## src/rtl/cordic_atan_lut.sv

```systemverilog
// CORDIC micro-rotation angle ROM: entry i = atan(2^-i) in Q3.13, one registered read port.
// Optional LUT_READ_ENABLE_EN adds an rd_en port that gates the output register.
module cordic_atan_lut #(
  parameter int DATA_WIDTH = 16,
  parameter int ADDR_WIDTH = 4
) (
  input  logic                  clk,
  input  logic                  arst_n,
  input  logic [ADDR_WIDTH-1:0] raddr,
`ifdef LUT_READ_ENABLE_EN
  input  logic                  rd_en,
`endif
  output logic [DATA_WIDTH-1:0] data_out
);

  generate
    if (DATA_WIDTH != 16) begin : g_bad_dw
      $error("cordic_atan_lut: only DATA_WIDTH=16 (Q3.13) is supported");
    end
    if (ADDR_WIDTH < 1 || ADDR_WIDTH > 6) begin : g_bad_aw
      $error("cordic_atan_lut: ADDR_WIDTH must be in 1..6");
    end
  endgenerate

  logic [DATA_WIDTH-1:0] rom_word;

  // round(atan(2^-i) * 8192); entries past 13 round to zero
  always_comb begin
    rom_word = '0;
    case (int'(raddr))
      0:  rom_word = 16'd6434;
      1:  rom_word = 16'd3798;
      2:  rom_word = 16'd2007;
      3:  rom_word = 16'd1019;
      4:  rom_word = 16'd511;
      5:  rom_word = 16'd256;
      6:  rom_word = 16'd128;
      7:  rom_word = 16'd64;
      8:  rom_word = 16'd32;
      9:  rom_word = 16'd16;
      10: rom_word = 16'd8;
      11: rom_word = 16'd4;
      12: rom_word = 16'd2;
      13: rom_word = 16'd1;
      default: rom_word = '0;
    endcase
  end

  // reset is synchronous despite the historical port name
  always_ff @(posedge clk) begin
    if (!arst_n) begin
      data_out <= '0;
`ifdef LUT_READ_ENABLE_EN
    end else if (rd_en) begin
`else
    end else begin
`endif
      data_out <= rom_word;
    end
  end

endmodule

```

## config.mk

```make
export PLATFORM = sky130hd
export DESIGN_NAME = cordic_atan_lut
export DESIGN_NICKNAME = d
export VERILOG_FILES = /design/src/rtl/cordic_atan_lut.sv
export SDC_FILE = /design/constraint.sdc
export NUM_CORES = 1
export LEC_CHECK = 0
export ABC_AREA = 0
export ABC_CLOCK_PERIOD_IN_PS = 1000
export CORE_MARGIN = 2
export CORE_UTILIZATION = 41
export CTS_CLUSTER_DIAMETER = 150
export DETAILED_ROUTE_END_ITERATION = 7
export PLACE_DENSITY = 0.76
export SYNTH_ARGS = -nofsm -noshare
export SYNTH_HDL_FRONTEND = slang
export SYNTH_SLANG_ARGS = --single-unit
export TNS_END_PERCENT = 1
```

## constraint.sdc

```tcl
create_clock -name clk -period 1 [get_ports clk]
set_input_delay 0.2 -clock clk [delete_from_list [all_inputs] [get_ports clk]]
set_output_delay 0.2 -clock clk [all_outputs]
set_load 0.1 [all_outputs]
```

==> impl_results.md <==
* Count of non-filler cells in the finished layout at 97
* Result of the run: finished clean
* Max FFs per register at 13
* Area of the mapped netlist at 569 um2
* RePlAce Congestion at 0.915
* Post-synthesis compound-gate area fraction at 0.114
* Htree depth at 1
* Filler cells at 87
* Setup TNS after final layout at 0 ps
* Slowest library cell on the worst path: sky130_fd_sc_hd__dfxtp_2
* Clock-pin slew of the registers on the worst-case setup and hold paths at ~80 ps
* Worst stage delay on the critical path at 350 ps
* Data arrival time of the critical path at approximately 790 ps
* Share of total power in the clock network at 0.229
* Kind of cell adding the most delay to the critical path: flip-flops
* CTS Buf Count at 3
* Number of max-slew violations in the final report at 0
* Antenna diode instance count at 0
* Total detailed-routing wirelength at between 1000 and 1500 um
* Largest family of logic cells by synthesized area: simple AND/OR/NAND/NOR gates
* RSZ-0062 raised after global routing: true
* Type of origin of the critical path: flop
* Synthesis warning total at 0
* Top flip-flop cell by instance count after synthesis: sky130_fd_sc_hd__dfxtp_1
* # setup viols final at 0
* Aggregate global-route resource usage at 0.164
* Area added between synthesis and finish at 70.1%
* Top reg by flops: data_out
* Ratio of routed vias to standard cells at between 5 and 6
* Crit path required time at approximately 800 ps
* Reg area at roughly 280 um2
* Die extent in x at approximately 41 um
* Top Registers: data_out x13
* Buffers added on ports at 18
* Antenna violation net count after detailed routing at 0
* EDFF count, synth at 0
* Avg Cell Area, Syn at 9.99 um2
* Antenna violations before repair at 0
* Crit path kind: reg -> out
* Die footprint at 1700 um2
* Vias post-DR at 494
* Detailed-router iteration count before antenna repair at 5
* Sw Ratio at 0.364
* Maximum number of pins on one net before global-route repair at 8
* Peak VDD IR at roughly 0.00087 V
* Internal power at ~0.00087 W
* Wirelength per Cell at 12.1 um
* Row Count at 13
* Leakage power at between 0.4 and 0.5 nW
* TritonCTS clock tree: done
* Hold-fix buffers, CTS at 0
* Number of instances on the worst hold path at 3
* Cell Pwr Density at 1410 nW/um2
* Fraction of layout cells with a size suffix above 1 at 0.512
* Sequential share of power at 0.417
* Global-route wire length before repair at approximately 1800 um
* Vertical extent of the die at ~41 um
* Post-synthesis mux area share at 0.0703
* First-iteration detailed-routing DRC count at 24
* Endpoint kind of the worst setup timing path: output port
* Combined buffer and inverter count along the critical path at 1
* FFs w/ async S/R, synth at 0
* Core Region at roughly 1300 um2
* Starting Density at 0.438
* CTS Sinks at 13
* Portion of the post-synthesis area used by sequential elements at 0.457
* Clock root buffer: sky130_fd_sc_hd__clkbuf_4
* Post-synthesis cell type count at 19
* Number of storage elements in the synthesis netlist at 13
* Cell count after synthesis at 57
* Synth Area in Simple Gates at 0.136
* Post-layout net count at 94
* Maximum clock insertion buffer count at 2
* Count of pins on the block boundary at 22
* Min-delay worst type: in -> reg
* Stages on the worst setup path at 1
* Reported net switching power at just under 0.0005 W
* Biggest fanout along the worst timing path at 1
* Gr ovfl total at 0
* Synth Area in Adders at 0.110
* Detailed placement HPWL at 864 um
* Share of the clock period used by the worst path at 0.989
* Post-Place Cells at 93
* Shortest clock period the worst path allows after layout at 989 ps
* Maximum clock rate at around 1000 MHz
* Number of global-route vias before repair at a little under 400
* Critical Path, Cell by Cell: buf_12
* Logic pwr share at 0.354
* Area taken by multi-input logic gates at around 280 um2
* Drt drc at 0
* Xor-xnor portion of the synthesized cell area at 0
* Max_cap viols at 0
* Endpoints failing hold at 0
-- final timing paths --
| path | to | slack [ps] | start |
|---|---|---|---|
| max | data_out[10] | 10 | data_out[10]$_SDFF_PP0_ |
| min | data_out[0]$_SDFF_PN0_ | 280 | arst_n |
-- power groups by stage --
stage / clock network (W) / registers, W / logic (W)
CTS: 0.000314 / 0.000569 / 0.000477
global route: 0.000335 / 0.000570 / 0.000503
floorplan: 0 / 0.000747 / 0.000138
finish: 0.000313 / 0.000568 / 0.000483
detailed placement: 0 / 0.000576 / 0.000472
global placement: 0 / 0.000575 / 0.000465
-- stage by stage --
step	hold WS, ps	area [um2]	setup WS [ps]	total power, W	util
floorplan	276	578	-109	0.000885	-
global placement	663	907	-423	0.00104	0.697
detailed placement	666	907	-478	0.00105	0.697
CTS	368	960	-12.1	0.00136	0.738
global route	306	968	-6.06	0.00141	0.744
finish	276	968	11.5	0.00136	0.744
-- timing repair --
item / CTS / global route
setup buffers: 0 / 0
cloned: 0 / 0
resized for setup: 19 / 3
endpoints found under the setup margin: 22 / 15
-- cell families after synthesis --
family / count (synthesis)
AND/OR/NAND/NOR: 13
multiplexers: 4
other: 1
flip-flops: 13
adder cells (fa/ha/maj): 5
buffers and inverters: 9
AO/OA/AOI/OAI: 12
-- cell type report --
cell class              instances  share of cell area
clock buffers                   4              0.0271
inverters                       4              0.0155
multi-input cells              37               0.284
flip-flops and latches         13               0.286
well taps                      15              0.0194
repair buffers                 24               0.368
-- layer usage --
| metal | routed length, um | global-route usage | up-vias |
|---|---|---|---|
| li1 | - | - | 239 |
| met1 | 470 | 0.206 | 214 |
| met2 | 555 | 0.250 | 32 |
| met3 | 109 | 0.0489 | 9 |
| met4 | 34 | 0.0887 | 0 |
| met5 | 0 | 0 | - |
-- synthesized netlist by cell type, types with 2 or more instances --
cell type | number | area share
sky130_fd_sc_hd__a21oi_1 | 4 | 0.035
sky130_fd_sc_hd__mux2i_1 | 4 | 0.070
sky130_fd_sc_hd__dfxtp_1 | 13 | 0.46
sky130_fd_sc_hd__nor3_1 | 3 | 0.026
sky130_fd_sc_hd__buf_6 | 2 | 0.040
sky130_fd_sc_hd__nand2_1 | 2 | 0.013
sky130_fd_sc_hd__inv_1 | 4 | 0.026
sky130_fd_sc_hd__nor2_1 | 3 | 0.020
sky130_fd_sc_hd__buf_4 | 3 | 0.040
sky130_fd_sc_hd__ha_1 | 5 | 0.11
sky130_fd_sc_hd__o21ai_0 | 6 | 0.053
-- layout by cell type (no fill, tap or decap) --
cell type                        Yosys  layout
sky130_fd_sc_hd__ha_4                0       1
sky130_fd_sc_hd__dfxtp_2             0      13
sky130_fd_sc_hd__clkbuf_4            0       3
sky130_fd_sc_hd__mux2i_1             4       4
sky130_fd_sc_hd__buf_12              0      13
sky130_fd_sc_hd__buf_4               3       6
sky130_fd_sc_hd__a21oi_2             0       1
sky130_fd_sc_hd__nand2b_4            1       1
sky130_fd_sc_hd__clkbuf_1            0       1
sky130_fd_sc_hd__a21o_1              1       1
sky130_fd_sc_hd__and2_1              1       1
sky130_fd_sc_hd__dlymetal6s2s_1      0       2
sky130_fd_sc_hd__ha_2                0       1
sky130_fd_sc_hd__o21ai_0             6       6
sky130_fd_sc_hd__inv_2               0       2
sky130_fd_sc_hd__dlygate4sd2_1       0       3
sky130_fd_sc_hd__nand4b_1            1       1
sky130_fd_sc_hd__nor2_1              3       3
sky130_fd_sc_hd__nand2_1             2       2
sky130_fd_sc_hd__ha_1                5       3
sky130_fd_sc_hd__and2b_2             1       1
sky130_fd_sc_hd__nor4_1              1       1
sky130_fd_sc_hd__nor3_1              3       3
sky130_fd_sc_hd__conb_1              1       3
sky130_fd_sc_hd__inv_1               4       2
sky130_fd_sc_hd__a211oi_1            1       1
sky130_fd_sc_hd__a21oi_1             4       3
Note: power is estimated with default switching activity, not from simulation.
